===== src/rtl/power1_sweep_pkg.sv =====
// Shared types and helpers for the power1 truth-table sweep sequencer.
package power1_sweep_pkg;

  typedef enum logic [1:0] {
    IDLE = 2'd0,
    RUN  = 2'd1,
    DONE = 2'd2
  } state_t;

  localparam int A_W   = 4;  // width of power1's `a` bus
  localparam int CNT_W = 4;  // settle counter width, covers SETTLE 0..15

  function automatic int tw(input int n);
    return 1 << n;
  endfunction

endpackage


===== src/rtl/power1_settle_cnt.sv =====
// Loadable down-counter; tc flags that the settle wait for the current vector is over.
module power1_settle_cnt
  import power1_sweep_pkg::*;
(
  input  logic             clk,
  input  logic             rst_n,
  input  logic             load,
  input  logic             en,
  input  logic [CNT_W-1:0] load_val,
  output logic             tc
);

  logic [CNT_W-1:0] cnt;

  // NOTE: sequential state is always updated with <= so every flop samples pre-edge values.
  always_ff @(posedge clk or negedge rst_n) begin
    if (!rst_n) begin
      cnt <= '0;
    end else if (load) begin
      cnt <= load_val;
    end else if (en && cnt != '0) begin
      cnt <= cnt - CNT_W'(1);
    end
  end

  assign tc = (cnt == '0);

endmodule


===== src/rtl/power1_sweep_ctrl.sv =====
// Sweeps every N_BITS-wide vector through power1 and captures y into a truth table.
// Optional golden-table compare is built when POWER1_SWEEP_CHECK_EN is defined.
module power1_sweep_ctrl
  import power1_sweep_pkg::*;
#(
  parameter int N_BITS = 3,
  parameter int SETTLE = 1
) (
  input  logic                    clk,
  input  logic                    rst_n,
  input  logic                    start,
  input  logic                    abort,
  output logic [A_W-1:0]          a,
  input  logic                    y,
`ifdef POWER1_SWEEP_CHECK_EN
  input  logic [tw(N_BITS)-1:0]   exp_table,
  output logic                    match,
  output logic [N_BITS-1:0]       mismatch_idx,
`endif
  output logic                    busy,
  output logic                    done,
  output logic [tw(N_BITS)-1:0]   table_q,
  output logic                    table_vld
);

  localparam int                TW   = tw(N_BITS);
  localparam logic [N_BITS-1:0] LAST = N_BITS'(TW - 1);

  state_t            state, state_d;
  logic [N_BITS-1:0] idx, idx_inc;
  logic              tc, accept, kill, sample, last, cnt_load;
  logic [CNT_W-1:0]  cnt_val;

  assign accept  = (state == IDLE) && start;
  assign kill    = (state == RUN) && abort;
  assign sample  = (state == RUN) && !abort && tc;  // abort beats a sample on the same edge
  assign last    = (idx == LAST);
  assign idx_inc = idx + N_BITS'(1);

  // Each accepted vector reloads the full settle wait; leaving RUN parks the counter at 0.
  assign cnt_load = accept || sample || kill;
  assign cnt_val  = (accept || (sample && !last)) ? CNT_W'(SETTLE) : '0;

  power1_settle_cnt u_settle_cnt (
    .clk      (clk),
    .rst_n    (rst_n),
    .load     (cnt_load),
    .en       (state == RUN),
    .load_val (cnt_val),
    .tc       (tc)
  );

  always_ff @(posedge clk or negedge rst_n) begin
    if (!rst_n) state <= IDLE;
    else        state <= state_d;
  end

  // NOTE: state_d gets a default before the case so no path leaves it unassigned (no latch).
  always_comb begin
    state_d = state;
    unique case (state)
      IDLE:    if (start) state_d = RUN;
      RUN: begin
        if (abort)            state_d = IDLE;
        else if (tc && last)  state_d = DONE;
      end
      DONE:    state_d = IDLE;
      default: state_d = IDLE;
    endcase
  end

  always_comb begin
    busy = (state == RUN);
    done = (state == DONE);
  end

  // NOTE: table_q is a small flop array (TW <= 16), so it takes the async reset like any register.
  always_ff @(posedge clk or negedge rst_n) begin
    if (!rst_n) begin
      idx       <= '0;
      a         <= '0;
      table_q   <= '0;
      table_vld <= 1'b0;
    end else if (accept) begin
      idx       <= '0;
      a         <= '0;
      table_vld <= 1'b0;
    end else if (kill) begin
      idx <= '0;
      a   <= '0;
    end else if (sample) begin
      table_q[idx] <= y;
      if (last) begin
        idx       <= '0;
        a         <= '0;
        table_vld <= 1'b1;
      end else begin
        idx <= idx_inc;
        a   <= A_W'(idx_inc);
      end
    end
  end

`ifdef POWER1_SWEEP_CHECK_EN
  function automatic logic [N_BITS-1:0] first_diff(input logic [TW-1:0] d);
    first_diff = '0;
    for (int i = TW - 1; i >= 0; i--) begin
      if (d[i]) first_diff = N_BITS'(i);
    end
  endfunction

  // table_q already holds the final sample while in DONE.
  always_ff @(posedge clk or negedge rst_n) begin
    if (!rst_n) begin
      match        <= 1'b0;
      mismatch_idx <= '0;
    end else if (accept) begin
      match        <= 1'b0;
      mismatch_idx <= '0;
    end else if (state == DONE) begin
      match        <= (table_q == exp_table);
      mismatch_idx <= first_diff(table_q ^ exp_table);
    end
  end
`endif

endmodule


===== config.mk =====
export PLATFORM = sky130hd
export DESIGN_NAME = power1_sweep_ctrl
export DESIGN_NICKNAME = d
export VERILOG_FILES = /design/src/rtl/power1_sweep_pkg.sv /design/src/rtl/power1_settle_cnt.sv /design/src/rtl/power1_sweep_ctrl.sv
export SDC_FILE = /design/constraint.sdc
export NUM_CORES = 1
export LEC_CHECK = 0
export ABC_AREA = 1
export BUFFER_PORTS_ARGS = -buffer_cell sky130_fd_sc_hd__buf_2
export CAP_MARGIN = 20
export CORE_MARGIN = 2
export CORE_UTILIZATION = 54
export DETAILED_ROUTE_END_ITERATION = 7
export PLACE_DENSITY = 0.78
export SYNTH_ARGS = -nofsm -noshare
export SYNTH_HDL_FRONTEND = slang
export SYNTH_HIERARCHICAL = 1
export SYNTH_SLANG_ARGS = --single-unit

===== constraint.sdc =====
create_clock -name clk -period 1.7 [get_ports clk]
set_input_delay 0.34 -clock clk [delete_from_list [all_inputs] [get_ports clk]]
set_output_delay 0.34 -clock clk [all_outputs]
set_load 0.03 [all_outputs]

==> metrics.md, run 1 <==
| Metric | Value |
|---|---|
| Status | `complete, no violations` |
| DIE HEIGHT | `48.6 um` |
| Sequential Area | `450 um^2` |
| Largest net degree at the start of global routing | `19` |
| Yosys top cell area share | `0.419` |
| IO Pins | `20` |
| Die Width | `48.6 um` |
| Final hold vios | `0` |
| Syn-to-layout area delta | `16.1%` |
| Max cap viols | `0` |
| Top post-synthesis cells by area | `dfrtp_1, nand2_1, nand3_1` |
| Cell taking the most area after synthesis | `dfrtp_1` |
| Seq pwr share | `0.417` |
| P_sw | `0.000584 W` |
| Seq cells post-synth | `18` |
| Cell count after synthesis | `143` |
| ANT cells | `0` |
| Post-Synthesis Cell Area | `1070 um^2` |
| Worst-Skew Late Latency | `0.29 ns` |
| DP HPWL | `1620 um` |
| DR vias | `959` |
| Min cycle time layout | `1.60 ns` |
| Post-CTS Setup Inserts | `0` |
| DR iter-0 viols | `16` |
| Die area | `2360 um^2` |
| Count of pins over their slew limit | `0` |
| CTS tree | `yes` |
| CP required | `1.36 ns` |
| H-tree levels | `1` |
| Post-Route WL | `2090 um` |
| RSZ-0062 raised after global routing | `false` |
| DRC | `0` |
| Fillers | `178` |
| Crit Path Max Fanout | `5` |
| Global Route Usage Sum | `0.212` |
| CP Class | `reg2out` |
| Sequential area share after synthesis | `0.419` |
| Startpoint types | `flop` |
| First-pass GRT wire length | `3860 um` |
| Crit path arrival time | `1.26 ns` |
| Number of global-route vias before repair | `902` |
| Pint | `0.000788 W` |
| Fin area | `1250 um^2` |
| Placed cell count | `191` |
| Final period utilization | `0.940` |
| Commonest cells after routing, fill and taps aside | `nand2_1, dfrtp_1, buf_2, nand3_1, inv_1` |
| Final setup violating endpoints | `0` |
| Leakage power | `0.734 nW` |
| Async S/R FF share, synth | `1.00` |
| Clk sink count | `18` |
| Via-to-Cell Ratio | `4.92` |
| Syn Area/Cell | `7.52 um^2` |
| Synth warn | `6` |
| Initial antenna violation count | `0` |
| GPL Wtd Cong | `0.766` |
| Clock buffer depth | `2` |
| Layout Cells excl Fill | `195` |
| Root Driver | `clkbuf_4` |
| Maximum VDD drop | `0.634 mV` |
| Most common cell after layout, fill and taps aside | `nand2_1` |
| Critical path capture point type | `output pin` |
| Power Density | `1100 nW/um^2` |
| Setup TNS | `0 ns` |
| Fmax | `626 MHz` |
| Share of cells above drive strength 1 | `0.226` |
| Comb power frac | `0.433` |
| HP Class | `in2reg` |
| IO buf count | `18` |
| Area of the multi-input gates | `548 um^2` |
| CTS Buf Count | `3` |
| First-pass iteration count of the detailed router | `6` |
| Post-synth EDFFs | `0` |
| Wire length per cell | `10.7 um` |
| Initial core utilization | `0.559` |
| Final nets | `179` |
| Placement Cell Area | `1200 um^2` |
| Core footprint | `1920 um^2` |
| Clock skew | `0.00791 ns` |
| Post-synth cell types | `25` |
| Routed Antenna Nets | `0` |
| Clk pwr share | `0.150` |
| Switching Share | `0.425` |
| GRT overflow | `0` |
| Row cnt | `16` |
| Clock slew at reported path FFs | `0.10 ns` |
| Synth Flop Type | `dfrtp_1` |
-- what timing repair did --
item,4_1_cts,5_1_grt
setup endpoints to repair,0,4
resized for setup,0,5
hold endpoints to repair,18,0
hold buffers,1,0
-- cells in the mapped netlist (2+ instances only) --
cell type and instances:
dfrtp_1 18, ha_1 4, inv_1 14, inv_2 3, nand2_1 54, nand2_2 2
nand3_1 15, nand3b_1 2, nor2_1 6, nor3_1 6, o21ai_0 5
-- cells by family after synthesis --
kind of cell | share of synthesized area
buf+inv | 0.0885
fa+ha+maj | 0.0466
other cells | 0.00349
compound gates | 0.0361
flops | 0.419
simple gates | 0.406
-- worst max-delay path: stages, from the launching register on --
cell     delay [ns]
dfrtp_1        0.44
inv_1          0.11
nor2_4         0.18
buf_2          0.23
-- final timing paths --
path                       slack, ns  cells after the start                               to                            start
setup / recovery                0.10                      3                             busy             state[0]$_DFFE_PN0P_
hold / removal                  0.37                      3           table_q[5]$_DFFE_PN0P_                                y
setup reg to reg                0.15                     10  u_settle_cnt/cnt[0]$_DFFE_PN0P_  u_settle_cnt/cnt[0]$_DFFE_PN0P_
hold reg to reg                 0.48                      2           table_q[3]$_DFFE_PN0P_           table_q[3]$_DFFE_PN0P_
max in group asynchronous       0.88                      2           table_q[6]$_DFFE_PN0P_                            rst_n
min in group asynchronous       0.52                      2  u_settle_cnt/cnt[3]$_DFFE_PN0P_                            rst_n
-- final cells by class --
cell class              count  share of cell area
flip-flops and latches     18               0.361
multi-input cells         107               0.439
inverters                  18              0.0562
repair buffers             22              0.0983
well taps                  27              0.0271
clock buffers               3              0.0181
-- per-layer routing --
layer	vias to the layer above	share of wire	track usage
met5	-	0	0
met4	0	0.0057	0.0810
met2	17	0.52	0.365
li1	496	-	-
met1	444	0.43	0.259
met3	2	0.039	0.0463
-- registers in the layout, summed over array words and instances, names as in the netlist --
signal,count
state,2
u_settle_cnt/cnt,4
table_q,8
table_vld,1
a,3
-- power by group through the flow --
stage                     Clock (W)  Combinational, W  Sequential [W]
after floorplan                   0          0.000390        0.000627
after global placement            0          0.000561        0.000576
after detailed placement          0          0.000574        0.000580
final                      0.000206          0.000594        0.000572
after CTS                  0.000217          0.000579        0.000571
after global routing       0.000237          0.000683        0.000584
-- through the flow --
stage               worst slack, ns  total power (W)   util  hold WS, ns
floorplan                     0.152          0.00102      -       0.0444
CTS                          0.0276          0.00137  0.644        0.357
detailed placement           0.0524          0.00115  0.627        0.297
global placement              0.117          0.00114  0.627        0.294
finish                        0.102          0.00137  0.649        0.371
global route                0.00198          0.00150  0.649        0.379
Power figures use the tool's default switching activity.
==> run 2, diff against run 1 <==
--- a/config.mk
+++ b/config.mk
@@ -9,10 +9,9 @@
 export BUFFER_PORTS_ARGS = -buffer_cell sky130_fd_sc_hd__buf_2
 export CAP_MARGIN = 20
 export CORE_MARGIN = 2
-export CORE_UTILIZATION = 54
+export CORE_UTILIZATION = 52
 export DETAILED_ROUTE_END_ITERATION = 7
-export PLACE_DENSITY = 0.78
+export PLACE_DENSITY = 0.77
 export SYNTH_ARGS = -nofsm -noshare
 export SYNTH_HDL_FRONTEND = slang
-export SYNTH_HIERARCHICAL = 1
 export SYNTH_SLANG_ARGS = --single-unit
==> metrics.md, run 2 <==
| Metric | Value |
|---|---|
| Status | `complete, no violations` |
| CTS tree | `yes` |
| Synthesized Nets | `127` |
| CTS Buf Count | `3 (unchanged)` |
| CP required | `1.88 ns (+0.52 ns)` |
| Clk pwr share | `0.148 (-0.002)` |
| Slowest CP cell | `dfrtp_1` |
| Commonest cells after routing, fill and taps aside | `nand2_1, inv_1, dfrtp_1, buf_2, nor2_1` |
| Post-Route WL | `1720 um (-18%)` |
| HP Class | `in2reg` |
| Max cap viols | `0 (unchanged)` |
| Clock buffer depth | `2 (unchanged)` |
| Area of the multi-input gates | `380 um^2 (-31%)` |
| Routed Antenna Nets | `0 (unchanged)` |
| Placed cell count | `152 (-20%)` |
| Layout Cells excl Fill | `156 (-20%)` |
| Yosys top cell area share | `0.492 (+0.0727)` |
| Via-to-Cell Ratio | `5.13 (+4.3%)` |
| Startpoint types | `flop` |
| Worst-path cell chain | `inv_1 -> ha_1 -> nand3_1 -> nor2_4 -> nand3_1 -> nand2_1 -> o21ai_1` |
| P_sw | `0.000628 W (+7.6%)` |
| Count of pins over their slew limit | `0 (unchanged)` |
| Biggest regs | `table_q: 8 flops, u_settle_cnt.cnt: 4 flops, a: 3 flops` |
| Crit path arrival time | `1.72 ns (+0.46 ns)` |
| Global Route Usage Sum | `0.183 (-0.0290)` |
| Largest net degree at the start of global routing | `19 (unchanged)` |
| CP Class | `reg2reg` |
| DIE HEIGHT | `46.0 um (-5.5%)` |
| Sequential area share after synthesis | `0.492 (+0.0727)` |
| Row cnt | `15 (-1)` |
| Root Driver | `clkbuf_4` |
| GPL Wtd Cong | `0.802 (+4.8%)` |
| Min cycle time layout | `1.54 ns (-0.0580 ns)` |
| Post-synth EDFFs | `0 (unchanged)` |
| Worst-Skew Late Latency | `0.29 ns (about the same)` |
| Comb power frac | `0.419 (-0.014)` |
| Fillers | `156 (-12%)` |
| Cell taking the most area after synthesis | `dfrtp_1` |
| Clock slew at reported path FFs | `0.10 ns (about the same)` |
| Seq cells post-synth | `18 (unchanged)` |
| Seq pwr share | `0.432 (+0.015)` |
| Synth Flop Type | `dfrtp_1` |
| GRT overflow | `0 (unchanged)` |
| Initial core utilization | `0.542 (-0.0170)` |
| Pint | `0.000794 W (+0.67%)` |
| CP most frequent cell | `nand3_1` |
| Async S/R FF share, synth | `1.00 (unchanged)` |
| Critical path's largest stage delay | `0.41 ns (-0.03 ns)` |
| Max reg flops | `8 (unchanged)` |
| Post-Synthesis Cell Area | `916 um^2 (-15%)` |
| IO Pins | `20 (unchanged)` |
| Leakage power | `0.590 nW (-20%)` |
| Die Width | `46.0 um (-5.5%)` |
| Clock skew | `0.00315 ns (-0.00476 ns)` |
| DR vias | `800 (-17%)` |
| Clk sink count | `18 (unchanged)` |
| Share of cells above drive strength 1 | `0.180 (-0.0463)` |
| Wire length per cell | `11.0 um (+2.9%)` |
| Most common cell after layout, fill and taps aside | `nand2_1` |
| Initial antenna violation count | `0 (unchanged)` |
| Die area | `2110 um^2 (-11%)` |
| Critical path capture point type | `flop` |
| List of most frequent post-synthesis cells | `nand2_1, dfrtp_1, inv_1, nor2_1, nand3_1` |
| DR iter-0 viols | `16 (unchanged)` |
| Count leader, synth | `nand2_1` |
| Core footprint | `1690 um^2 (-12%)` |
| Number of global-route vias before repair | `652 (-28%)` |
| IO buf count | `18 (unchanged)` |
| Maximum VDD drop | `0.762 mV (+20%)` |
| ANT cells | `0 (unchanged)` |
| Syn Area/Cell | `7.70 um^2 (+2.4%)` |
| Top post-synthesis cells by area | `dfrtp_1, nand2_1, inv_1` |
| Switching Share | `0.442 (+0.0163)` |
| First-pass GRT wire length | `2760 um (-29%)` |
| Final nets | `149 (-17%)` |
| Crit Path Max Fanout | `11 (+6)` |
| Final hold vios | `0 (unchanged)` |
| Synth warn | `0 (-6)` |
| Final setup violating endpoints | `0 (unchanged)` |
| Final period utilization | `0.906 (-0.0341)` |
| Post-CTS Setup Inserts | `0 (unchanged)` |
| Largest Register | `table_q` |
| RSZ-0062 raised after global routing | `false` |
| Power Density | `1360 nW/um^2 (+24%)` |
| H-tree levels | `1 (unchanged)` |
| Setup TNS | `0 ns (unchanged)` |
| First-pass iteration count of the detailed router | `4 (-2)` |
| Post-synth cell types | `17 (-32%)` |
| Fmax | `649 MHz (+3.8%)` |
| DRC | `0 (unchanged)` |
| DP HPWL | `1340 um (-17%)` |
| Cell count after synthesis | `119 (-17%)` |
| Sequential Area | `450 um^2 (unchanged)` |
| Syn-to-layout area delta | `14.2%` |
-- run 2: layer usage --
| layer | global-route usage | part of all wire |
|---|---|---|
| met1 | 0.256 | 0.46 |
| met5 | 0 | 0 |
| met2 | 0.281 | 0.48 |
| met3 | 0.0476 | 0.045 |
| met4 | 0.0514 | 0.012 |
-- run 2: repair_timing --
action	CTS	global route
resized for setup	0	1
setup endpoints to repair	0	10
endpoints found under the hold margin	18	0
hold buffers	1	0
-- run 2: worst max-delay path, delay by kind of cell, from the launching register on --
kind / cells / cell delay, ns
adders and majority gates: 1 / 0.21
DFF: 1 / 0.41
buffers and inverters: 1 / 0.08
and+or+nand+nor: 4 / 0.66
AOI/OAI and AO/OA: 1 / 0.06
-- run 2: worst paths after layout --
| path | startpoint | to | slack [ns] | cells after the start |
|---|---|---|---|---|
| max | u_settle_cnt.cnt[0]$_DFFE_PN0P_ | table_q[1]$_DFFE_PN0P_ | 0.16 | 7 |
| min | start | state[0]$_DFFE_PN0P_ | 0.29 | 3 |
| max reg2reg | u_settle_cnt.cnt[0]$_DFFE_PN0P_ | table_q[1]$_DFFE_PN0P_ | 0.16 | 7 |
| min reg2reg | table_q[7]$_DFFE_PN0P_ | table_q[7]$_DFFE_PN0P_ | 0.50 | 2 |
| max in group asynchronous | rst_n | table_vld$_DFFE_PN0P_ | 0.92 | 2 |
| min in group asynchronous | rst_n | table_q[4]$_DFFE_PN0P_ | 0.49 | 2 |
-- run 2: per-stage QoR --
stage          total power [W]  hold slack [ns]   util  instance area (um^2)  worst slack (ns)
3_3_place_gp           0.00118            0.287  0.597                  1010             0.140
3_5_place_dp           0.00121            0.290  0.597                  1010            0.0844
5_1_grt                0.00153            0.311  0.619                  1050            0.0222
6_report               0.00142            0.290  0.619                  1050             0.160
4_1_cts                0.00142            0.295  0.616                  1040            0.0703
2_1_floorplan          0.00106           0.0444      -                   916             0.342
-- run 2: power groups by stage --
stage | logic (W) | registers, W | clock network, W
final | 0.000596 | 0.000615 | 0.000211
after global routing | 0.000668 | 0.000631 | 0.000228
after CTS | 0.000590 | 0.000612 | 0.000214
after detailed placement | 0.000587 | 0.000620 | 0
after global placement | 0.000567 | 0.000615 | 0
after floorplan | 0.000345 | 0.000716 | 0
-- run 2: cell type report --
type | instances | area share
multi-input combinational | 80 | 0.364
inverter | 19 | 0.0682
tap | 17 | 0.0203
clock buffer | 3 | 0.0215
timing repair buffer | 19 | 0.0957
sequential | 18 | 0.431
-- run 2: cells by family (layout without fill, tap and decap cells) --
logic type	after synthesis	in the layout	synth area share
flip-flops	18	18	0.492
adder cells (fa/ha/maj)	3	3	0.0410
AND/OR/NAND/NOR	61	61	0.283
buffers and inverters	21	41	0.0984
other	1	1	0.00409
AO/OA/AOI/OAI	15	15	0.0820
==> run 3, diff against run 2 <==
--- a/config.mk
+++ b/config.mk
@@ -9,9 +9,9 @@
 export BUFFER_PORTS_ARGS = -buffer_cell sky130_fd_sc_hd__buf_2
 export CAP_MARGIN = 20
 export CORE_MARGIN = 2
-export CORE_UTILIZATION = 52
+export CORE_UTILIZATION = 25
+export CTS_BUF_LIST = sky130_fd_sc_hd__clkbuf_2 sky130_fd_sc_hd__clkbuf_4 sky130_fd_sc_hd__clkbuf_8
 export DETAILED_ROUTE_END_ITERATION = 7
-export PLACE_DENSITY = 0.77
 export SYNTH_ARGS = -nofsm -noshare
 export SYNTH_HDL_FRONTEND = slang
 export SYNTH_SLANG_ARGS = --single-unit
==> metrics.md, run 3 (same netlist as run 2, synthesis figures left out) <==
| Metric | Value |
|---|---|
| Clk sink count | `18 (unchanged)` |
| DR vias | `763 (-4.6%)` |
| Commonest cells after routing, fill and taps aside | `nand2_1, inv_1, dfrtp_1, buf_2, nor2_1` |
| Final setup violating endpoints | `0 (unchanged)` |
| Hold path startpoint | `start` |
| Worst-Skew Late Latency | `0.29 ns (about the same)` |
| Number of global-route vias before repair | `724 (+11%)` |
| Root Driver | `clkbuf_4` |
| CTS tree | `yes` |
| P_sw | `0.000632 W (+0.70%)` |
| Final period utilization | `0.875 (-0.0308)` |
| Share of cells above drive strength 1 | `0.186 (+0.00586)` |
| DRC | `0 (unchanged)` |
| Global Route Usage Sum | `0.0972 (-0.0860)` |
| IO buf count | `18 (unchanged)` |
| Via-to-Cell Ratio | `4.10 (-20%)` |
| Critical path capture point type | `flop` |
| Clock buffer depth | `2 (unchanged)` |
| Row cnt | `21 (+6)` |
| Routed Antenna Nets | `0 (unchanged)` |
| Sequential Area | `450 um^2 (unchanged)` |
| DR iter-0 viols | `7 (-9)` |
| Maximum VDD drop | `0.508 mV (-33%)` |
| First-pass GRT wire length | `3130 um (+13%)` |
| Final hold vios | `0 (unchanged)` |
| Total power draw | `0.00147 W (+3.5%)` |
| Count of pins over their slew limit | `0 (unchanged)` |
| Switching Share | `0.430 (-0.0118)` |
| Area of the multi-input gates | `380 um^2 (unchanged)` |
| ANT cells | `0 (unchanged)` |
| Fillers | `392 (+150%)` |
| Crit path arrival time | `1.67 ns (-0.05 ns)` |
| First-pass iteration count of the detailed router | `4 (unchanged)` |
| IO Pins | `20 (unchanged)` |
| Clock skew | `0.00190 ns (-0.00125 ns)` |
| GRT overflow | `0 (unchanged)` |
| GPL Wtd Cong | `0.742 (-7.4%)` |
| Clock slew at reported path FFs | `0.11 ns (about the same)` |
| H-tree levels | `1 (unchanged)` |
| Comb power frac | `0.402 (-0.017)` |
| CP Class | `reg2reg` |
| Status | `complete, no violations` |
| HP Class | `in2reg` |
| CP required | `1.88 ns (about the same)` |
| Reg2Reg Setup Slack | `0.21 ns (+0.05 ns)` |
| CTS Buf Count | `3 (unchanged)` |
| Syn-to-layout area delta | `19.7%` |
| Power Density | `1340 nW/um^2 (-1.3%)` |
| RSZ-0062 raised after global routing | `false` |
| Final nets | `149 (unchanged)` |
| Max reg flops | `8 (unchanged)` |
| DIE HEIGHT | `64.5 um (+40%)` |
| Core footprint | `3420 um^2 (+100%)` |
| Fmax | `672 MHz (+3.5%)` |
| Largest Register | `table_q` |
| DP HPWL | `1390 um (+3.7%)` |
| Leakage power | `0.597 nW (+1.2%)` |
| Largest net degree at the start of global routing | `19 (unchanged)` |
| Die area | `4160 um^2 (+97%)` |
| Initial core utilization | `0.268 (-0.274)` |
| Setup TNS | `0 ns (unchanged)` |
| RR Startpoint | `u_settle_cnt.cnt[0]$_DFFE_PN0P_` |
| Wire length per cell | `9.99 um (-9.5%)` |
| Initial antenna violation count | `0 (unchanged)` |
| Clk pwr share | `0.183 (+0.035)` |
| Min cycle time layout | `1.49 ns (-0.0523 ns)` |
| Worst hold margin | `0.297 ns (+0.00706 ns)` |
| Post-Route WL | `1860 um (+8.0%)` |
| Most common cell after layout, fill and taps aside | `nand2_1` |
| Startpoint types | `flop` |
| Crit. Startpoint | `u_settle_cnt.cnt[0]$_DFFE_PN0P_` |
| Die Width | `64.5 um (+40%)` |
| Biggest regs | `table_q: 8 flops, u_settle_cnt.cnt: 4 flops, a: 3 flops` |
| Max cap viols | `0 (unchanged)` |
| Seq pwr share | `0.415 (-0.017)` |
| Pint | `0.000838 W (+5.7%)` |
| Crit Path Max Fanout | `11 (unchanged)` |
==> run 3: cell type report <==
class | count | share of cell area
Clock buffer | 4 | 0.0331
Inverter | 19 | 0.0651
Multi-Input combinational cell | 80 | 0.347
Sequential cell | 18 | 0.411
Tap cell | 46 | 0.0525
Timing Repair Buffer | 19 | 0.0913
==> run 3: worst paths after layout <==
kind | depth (start not counted) | end
worst min-delay path | 3 | state[0]$_DFFE_PN0P_
min in group asynchronous | 2 | table_q[3]$_DFFE_PN0P_
worst max register to register | 7 | table_q[2]$_DFFE_PN0P_
worst min register to register | 2 | table_q[1]$_DFFE_PN0P_
worst max-delay path | 7 | table_q[2]$_DFFE_PN0P_
max in group asynchronous | 2 | u_settle_cnt.cnt[2]$_DFFE_PN0P_
==> run 3: power by group through the flow <==
| stage | sequential (W) | combinational (W) | clock, W |
|---|---|---|---|
| final | 0.000610 | 0.000591 | 0.000270 |
| after global routing | 0.000628 | 0.000669 | 0.000301 |
| after CTS | 0.000611 | 0.000589 | 0.000278 |
| after detailed placement | 0.000618 | 0.000586 | 0 |
| after global placement | 0.000619 | 0.000577 | 0 |
| after floorplan | 0.000716 | 0.000345 | 0 |
==> run 3: through the flow <==
step | std cells | instance area, um^2 | worst slack [ns] | utilization
after floorplan | 119 | 916 | 0.342 | -
after global placement | 181 | 1040 | 0.132 | 0.306
after detailed placement | 181 | 1040 | 0.0658 | 0.306
after CTS | 186 | 1090 | 0.0587 | 0.319
after global routing | 186 | 1100 | 0.00664 | 0.321
final | 186 | 1100 | 0.212 | 0.321
==> run 3: worst max-delay path, cell delays in order, from the launching register on <==
cell and delay [ns]:
dfrtp_1 0.40, inv_1 0.08, ha_1 0.20, nand3_1 0.17, nor2_4 0.24, nand3_1 0.15, nand2_1 0.08, o21ai_1 0.06
==> run 3: timing repair <==
| item | 4_1_cts | 5_1_grt |
|---|---|---|
| setup buffers | 0 | 0 |
| setup endpoints to repair | 0 | 11 |
| hold endpoints to repair | 18 | 0 |
| resized for setup | 0 | 1 |
| hold buffers | 1 | 0 |
==> run 3: layer usage <==
metal / track usage / part of all wire / wire length [um] / vias to the layer above
li1: - / - / - / 409
met1: 0.137 / 0.53 / 989 / 336
met2: 0.139 / 0.42 / 782 / 16
met3: 0.0260 / 0.037 / 68 / 2
met4: 0.0399 / 0.010 / 19 / 0
met5: 0 / 0 / 0 / -
